<file path="config.mk">
export PLATFORM = sky130hd
export DESIGN_NAME = i2s_tx_serf
export DESIGN_NICKNAME = d
export VERILOG_FILES = /design/src/rtl/i2s_pkg.sv /design/src/rtl/i2s_clk_gen.sv /design/src/rtl/i2s_tx_serf.sv
export SDC_FILE = /design/constraint.sdc
export NUM_CORES = 1
export LEC_CHECK = 0
export ABC_AREA = 1
export BUFFER_PORTS_ARGS = -buffer_cell sky130_fd_sc_hd__clkbuf_2
export CAP_MARGIN = 20
export CORE_UTILIZATION = 30
export CTS_BUF_LIST = sky130_fd_sc_hd__clkbuf_4
export DETAILED_ROUTE_END_ITERATION = 16
export SYNTH_ARGS = -nofsm -noshare
export SYNTH_HDL_FRONTEND = slang
export SYNTH_SLANG_ARGS = --single-unit
export TNS_END_PERCENT = 50
</file>
<file path="constraint.sdc">
create_clock -name clk -period 6.2 [get_ports clk]
set_clock_uncertainty 0.2 [all_clocks]
set_input_delay 0.62 -clock clk [delete_from_list [all_inputs] [get_ports clk]]
set_output_delay 0.62 -clock clk [all_outputs]
set_load 0.01 [all_outputs]
</file>
<file path="src/rtl/i2s_pkg.sv">
// Shared I2S timebase constants and sample-pair type for the codec TX/RX paths.
// Latency: n/a (declarations only).
// Backpressure: n/a.
package i2s_pkg;

    localparam int FRM_CNT_W    = 10;  // one frame = 1024 system clocks
    localparam int SCLK_DIV_BIT = 3;   // SCLK = clk/16
    localparam int MCLK_DIV_BIT = 1;   // MCLK = clk/4
    localparam int LR_DIV_BIT   = 9;   // LRCLK = clk/1024
    localparam int SLOTS_PER_CH = 32;  // SCLK periods per channel half-frame

    // Width of the per-channel slot index carved out of the frame counter.
    localparam int SLOT_W = LR_DIV_BIT - SCLK_DIV_BIT - 1;

    // Sample pairs are carried at the widest legal sample width; narrower
    // samples occupy the low bits and the upper bits stay zero.
    localparam int SMPL_MAX_W = 32;

    typedef struct packed {
        logic [SMPL_MAX_W-1:0] lft;
        logic [SMPL_MAX_W-1:0] rht;
    } smpl_pair_t;

endpackage

</file>
<file path="src/rtl/i2s_clk_gen.sv">
// I2S timebase: free-running frame counter with MCLK/SCLK/LRCLK and slot strobes.
// Latency: clocks are direct flop outputs; strobes decode the current count.
// Backpressure: none, free-running; shared by the TX serializer and RX deserializer.
module i2s_clk_gen
    import i2s_pkg::*;
(
    input  logic              clk,
    input  logic              rst_n,
    output logic              mclk_o,
    output logic              sclk_o,
    output logic              lrclk_o,
    output logic              sclk_fall_o,   // next edge drives SCLK low
    output logic              frame_end_o,   // next edge starts a new frame
    output logic [SLOT_W-1:0] slot_nxt_o,    // slot index after the next edge
    output logic              ch_nxt_o       // channel after the next edge, 0 = left
);

    logic [FRM_CNT_W-1:0] cnt_q;
    logic [FRM_CNT_W-1:0] cnt_d;

    // Next count: plain binary increment, wraps naturally at the frame end.
    always_comb begin
        cnt_d = cnt_q + FRM_CNT_W'(1);
    end

    // Frame counter register; every derived clock is a bit of this flop.
    always_ff @(posedge clk or negedge rst_n) begin
        if (!rst_n) begin
            cnt_q <= '0;
        end else begin
            cnt_q <= cnt_d;
        end
    end

    assign mclk_o      = cnt_q[MCLK_DIV_BIT];
    assign sclk_o      = cnt_q[SCLK_DIV_BIT];
    assign lrclk_o     = cnt_q[LR_DIV_BIT];
    assign sclk_fall_o = &cnt_q[SCLK_DIV_BIT:0];
    assign frame_end_o = &cnt_q;
    assign slot_nxt_o  = cnt_d[LR_DIV_BIT-1:SCLK_DIV_BIT+1];
    assign ch_nxt_o    = cnt_d[LR_DIV_BIT];

endmodule

</file>
<file path="src/rtl/i2s_tx_serf.sv">
// I2S transmitter: buffers one L/R pair and shifts it MSB-first onto SDin each frame.
// Latency: an accepted pair goes out in the frame after the next frame boundary.
// Backpressure: rdy low while the one-entry buffer holds a pair; frees at frame end.
module i2s_tx_serf
    import i2s_pkg::*;
#(
    parameter int SMPL_W = 24,
    parameter int UCNT_W = 8
) (
    input  logic              clk,
    input  logic              rst_n,
    input  logic [SMPL_W-1:0] lft_in,
    input  logic [SMPL_W-1:0] rht_in,
    input  logic              vld,
    output logic              rdy,
    output logic              MCLK,
    output logic              SCLK,
    output logic              LRCLK,
    output logic              SDin,
    output logic              frm_strt,
    output logic [UCNT_W-1:0] underrun
);

    localparam int PAD_W = SMPL_MAX_W - SMPL_W;

    logic              sclk_fall;
    logic              frame_end;
    logic [SLOT_W-1:0] slot_nxt;
    logic              ch_nxt;

    smpl_pair_t        buf_q, buf_d;
    logic              buf_full_q, buf_full_d;
    smpl_pair_t        tx_q, tx_d;
    logic [UCNT_W-1:0] urun_q, urun_d;
    logic              sdin_q, sdin_d;

    logic                  accept;
    logic [SMPL_MAX_W-1:0] word;
    logic [SLOT_W-1:0]     bidx;

    i2s_clk_gen u_clk_gen (
        .clk         (clk),
        .rst_n       (rst_n),
        .mclk_o      (MCLK),
        .sclk_o      (SCLK),
        .lrclk_o     (LRCLK),
        .sclk_fall_o (sclk_fall),
        .frame_end_o (frame_end),
        .slot_nxt_o  (slot_nxt),
        .ch_nxt_o    (ch_nxt)
    );

    assign rdy    = !buf_full_q;
    assign accept = vld && rdy;

    // Buffer, transmit pair and underrun counter. The frame load sees the
    // buffer as it was before any same-cycle accept: a full buffer blocks the
    // accept, an empty one both counts an underrun and takes the new pair.
    always_comb begin
        buf_d      = buf_q;
        buf_full_d = buf_full_q;
        tx_d       = tx_q;
        urun_d     = urun_q;
        if (frame_end) begin
            if (buf_full_q) begin
                tx_d       = buf_q;
                buf_full_d = 1'b0;
            end else if (!(&urun_q)) begin
                urun_d = urun_q + UCNT_W'(1);
            end
        end
        if (accept) begin
            buf_d.lft  = {{PAD_W{1'b0}}, lft_in};
            buf_d.rht  = {{PAD_W{1'b0}}, rht_in};
            buf_full_d = 1'b1;
        end
    end

    // Serial data for the upcoming slot, committed on the edge that drops
    // SCLK. Slot 0 is the one-bit I2S delay; slots past the sample are zero.
    always_comb begin
        sdin_d = sdin_q;
        word   = ch_nxt ? tx_q.rht : tx_q.lft;
        bidx   = SLOT_W'(SMPL_W) - slot_nxt;
        if (sclk_fall) begin
            if ((slot_nxt != '0) && (int'(slot_nxt) <= SMPL_W)) begin
                sdin_d = word[bidx];
            end else begin
                sdin_d = 1'b0;
            end
        end
    end

    // Datapath state registers.
    always_ff @(posedge clk or negedge rst_n) begin
        if (!rst_n) begin
            buf_q      <= '0;
            buf_full_q <= 1'b0;
            tx_q       <= '0;
            urun_q     <= '0;
            sdin_q     <= 1'b0;
        end else begin
            buf_q      <= buf_d;
            buf_full_q <= buf_full_d;
            tx_q       <= tx_d;
            urun_q     <= urun_d;
            sdin_q     <= sdin_d;
        end
    end

    assign SDin     = sdin_q;
    assign frm_strt = frame_end;
    assign underrun = urun_q;

endmodule

</file>
==> out/metrics.csv <==
stage,metric,value,unit
sta,setup_violations,0,
layout,multi_input_comb_area,1790,µm²
worst_setup_path,crit_path_max_incr_delay,0.43,ns
layout,layoutNonFillerInstCount,858,
sta,relSlewSlack,35.6,%
clock_network,cts_tree,yes,
worst_setup_path,setup.worst_path.end_class,output port,
layout,layout_common_cells,"dfrtp_1 (116), nand2_1 (99), inv_1 (64), nand3_1 (64), clkbuf_2 (63)",
detailed_routing,wl,10600,µm
sta,setup-tns-final,0,ns
layout,seqCellArea,2900,µm²
worst_hold_path,hold_end,buf_q[22],
clock_network,h-tree-depth,4,
clock_network,clockBufferDepth,2,
worst_setup_path,path_cells,"ha_1, nand3_2, nor2_2, inv_1, nor3b_1, nand2_1, inv_1, clkbuf_2",
power_and_ir_drop,p_leak,0.00298,µW
worst_setup_path,r2r-end,SDin,
layout,antenna_cells,0,
grt,grtUsageTotal,13.2,%
floorplan,design.die.area,17400,µm²
clock_network,cts.sinks,116,
worst_hold_path,min-delay-start,rht_in[22],
clock_network,clk_latency,0.51,ns
clock_network,numCtsBuffers,17,
detailed_routing,vias,3695,
grt,antenna_found_initial,0,
synthesis,ys_types,32,
sta,tightest_slew,0.966,ns
sta,worst_hold_slack,0.137,ns
grt,grt_pass1_vias,3776,
sta,rsz0062_at_grt,no,
worst_setup_path,path_delay_family,simple AND/OR/NAND/NOR gates,
floorplan,rows,47,
synthesis,avgSynthCellArea,8.94,µm²
place,io_buffers,64,
sta,setup_ws,3.36,ns
worst_hold_path,holdPathStages,3,
detailed_routing,drc,0,
worst_setup_path,cp_max_fo,4,
worst_setup_path,ff2ff_path_depth,13,
place,hpwl,7400,µm
worst_setup_path,path_common_cell,inv_1,
place,place_area,5560,µm²
clock_network,cts-root-buf,clkbuf_4,
synthesis,netlist_instances,567,
power_and_ir_drop,vdd_ir_drop_max,0.000107,V
layout,final_cell_area,5830,µm²
detailed_routing,wl_per_cell,12.4,µm
sta,fin_crit_sh,45.8,%
sta,hold_viol,0,
grt,grt_max_degree,98,
detailed_routing,dr.pass1.iters,4,
worst_setup_path,crit_required,5.38,ns
flow_run,max_cap_viol_count,0,
clock_network,clk_pin_slew_worst_paths,0.11,ns
worst_setup_path,regToRegStartpoint,u_clk_gen.cnt_q[1],
status,outcome,"complete, no violations",
floorplan,core-area,16500,µm²
detailed_routing,ant_nets,0,
floorplan,die_height,132,µm
synthesis,syn_nets,621,
worst_setup_path,cp_num_buf_inv,3,
layout,fin_nets,680,
worst_setup_path,critPathKind,flop to output port,
floorplan,start_util,30.7,%
worst_setup_path,critPathLaunchType,flop,
synthesis,synth-seq-area-share,57.3,%
detailed_routing,via_per_inst,4.31,
worst_hold_path,hold_class,input port to flop,
grt,grt_pass1_wl,18200,µm
floorplan,die_w,132,µm
place,pre_cts_slack,3.63,ns
synthesis,synth_largest_area_cell,dfrtp_1,
synthesis,synth_seq_cells,116,
sta,fmax,0.352,GHz
power_and_ir_drop,power_density,225,nW/µm²
worst_setup_path,crit_slowest_cell,dfrtp_1,
detailed_routing,drtIter0Drc,189,
worst_setup_path,r2r_slack,3.61,ns
synthesis,synth_area,5070,µm²
layout,layout-area-overhead-vs-synth,15.1,%
sta,maxSlewViolCount,0,
place,place_inst,826,
layout,fillerInstances,1737,
layout,layout_commonest_cell,dfrtp_1,
place,gp_congestion,0.788,
worst_setup_path,worstPathArrival,2.02,ns
sta,final.min_clock_period,2.84,ns
synthesis,ys_warn_count,0,
layout,final_layout_size_suffix_gt1_share,18.7,%
synthesis,synth_top_area_share,57.3,%
synthesis,synth_area_leaders,"dfrtp_1 (57%), nand2_1 (7.4%), nand3_1 (6.3%)",
floorplan,boundaryPins,65,
grt,overflow,0,
## tightest hold or removal path, delay by kind of cell
kind	cells	cell delay [ns]
AND/OR/NAND/NOR	1	0.09
buffers and inverters	1	0.08
AO/OA/AOI/OAI	1	0.04
## where the power goes
part	internal [µW]	total [µW]	switching [µW]	leakage, µW
registers	756	756	0	0.00135
logic	12.0	30.7	18.7	0.00149
clock network	246	524	278	0.000146
total	1010	1310	296	0.00298
## cells in the mapped netlist (all sizes together)
library cell / n
clkbuf: 18
nand4: 3
nand2: 107
nand3: 68
buf: 9
inv: 66
nand3b: 2
and3: 1
xnor2: 6
mux2: 1
a21oi: 49
ha: 3
nor3b: 1
dfrtp: 116
xor2: 9
nor3: 2
o21ai: 49
a31oi: 1
nor2: 56
## cells by family (layout without fill, tap and decap cells)
| kind of cell | count (synthesis) | after routing | synth area share, % |
|---|---|---|---|
| adder cells (fa/ha/maj) | 3 | 3 | 0.741 |
| XOR/XNOR | 15 | 15 | 2.74 |
| buffers and inverters | 93 | 164 | 7.51 |
| flip-flops | 116 | 116 | 57.3 |
| AO/OA/AOI/OAI | 99 | 99 | 9.80 |
| multiplexers | 1 | 1 | 0.222 |
| AND/OR/NAND/NOR | 240 | 240 | 21.7 |
## per-stage QoR
step | util (%) | total power, µW
floorplan | - | 771
global placement | 33.6 | 803
detailed placement | 33.6 | 803
CTS | 35.3 | 1330
global route | 35.3 | 1360
finish | 35.3 | 1310
## how the worst max path moves through the flow
stage	slack, ns	end	depth (start not counted)	start
after global placement	3.74	SDin	13	u_clk_gen.cnt_q[1]
final	3.36	frm_strt	8	u_clk_gen.cnt_q[1]
after detailed placement	3.63	SDin	13	u_clk_gen.cnt_q[1]
after global routing	3.14	frm_strt	8	u_clk_gen.cnt_q[1]
after CTS	3.32	frm_strt	8	u_clk_gen.cnt_q[1]
after floorplan	3.86	SDin	14	u_clk_gen.cnt_q[1]
## metal layers
metal	vias up	wire length, µm	track usage, %
li1	1935	-	-
met1	1692	5170	17.1
met2	57	4930	20.9
met3	11	375	4.00
met4	0	171	4.78
met5	-	0	0
## registers in the layout (all words and copies together) (netlist names)
signal and cells:
underrun 8, SDin 1, buf_full_q 1, u_clk_gen.cnt_q 10
buf_q 48, tx_q 48
## area by class of cell
| type | instances | share of cell area [%] |
|---|---|---|
| timing repair buffer | 67 | 5.97 |
| clock buffer | 20 | 2.58 |
| sequential | 116 | 49.8 |
| inverter | 66 | 4.29 |
| tap | 220 | 4.72 |
| multi-input combinational | 358 | 30.7 |
| clock inverter | 11 | 1.93 |
## repair_timing
| item | in CTS | in global routing |
|---|---|---|
| hold buffers | 1 | 0 |
| endpoints found under the setup margin | 0 | 0 |
| buffers inserted | 0 | 0 |
| endpoints found under the hold margin | 56 | 0 |
| resized for setup | 0 | 0 |
(Power assumes the default switching activity.)
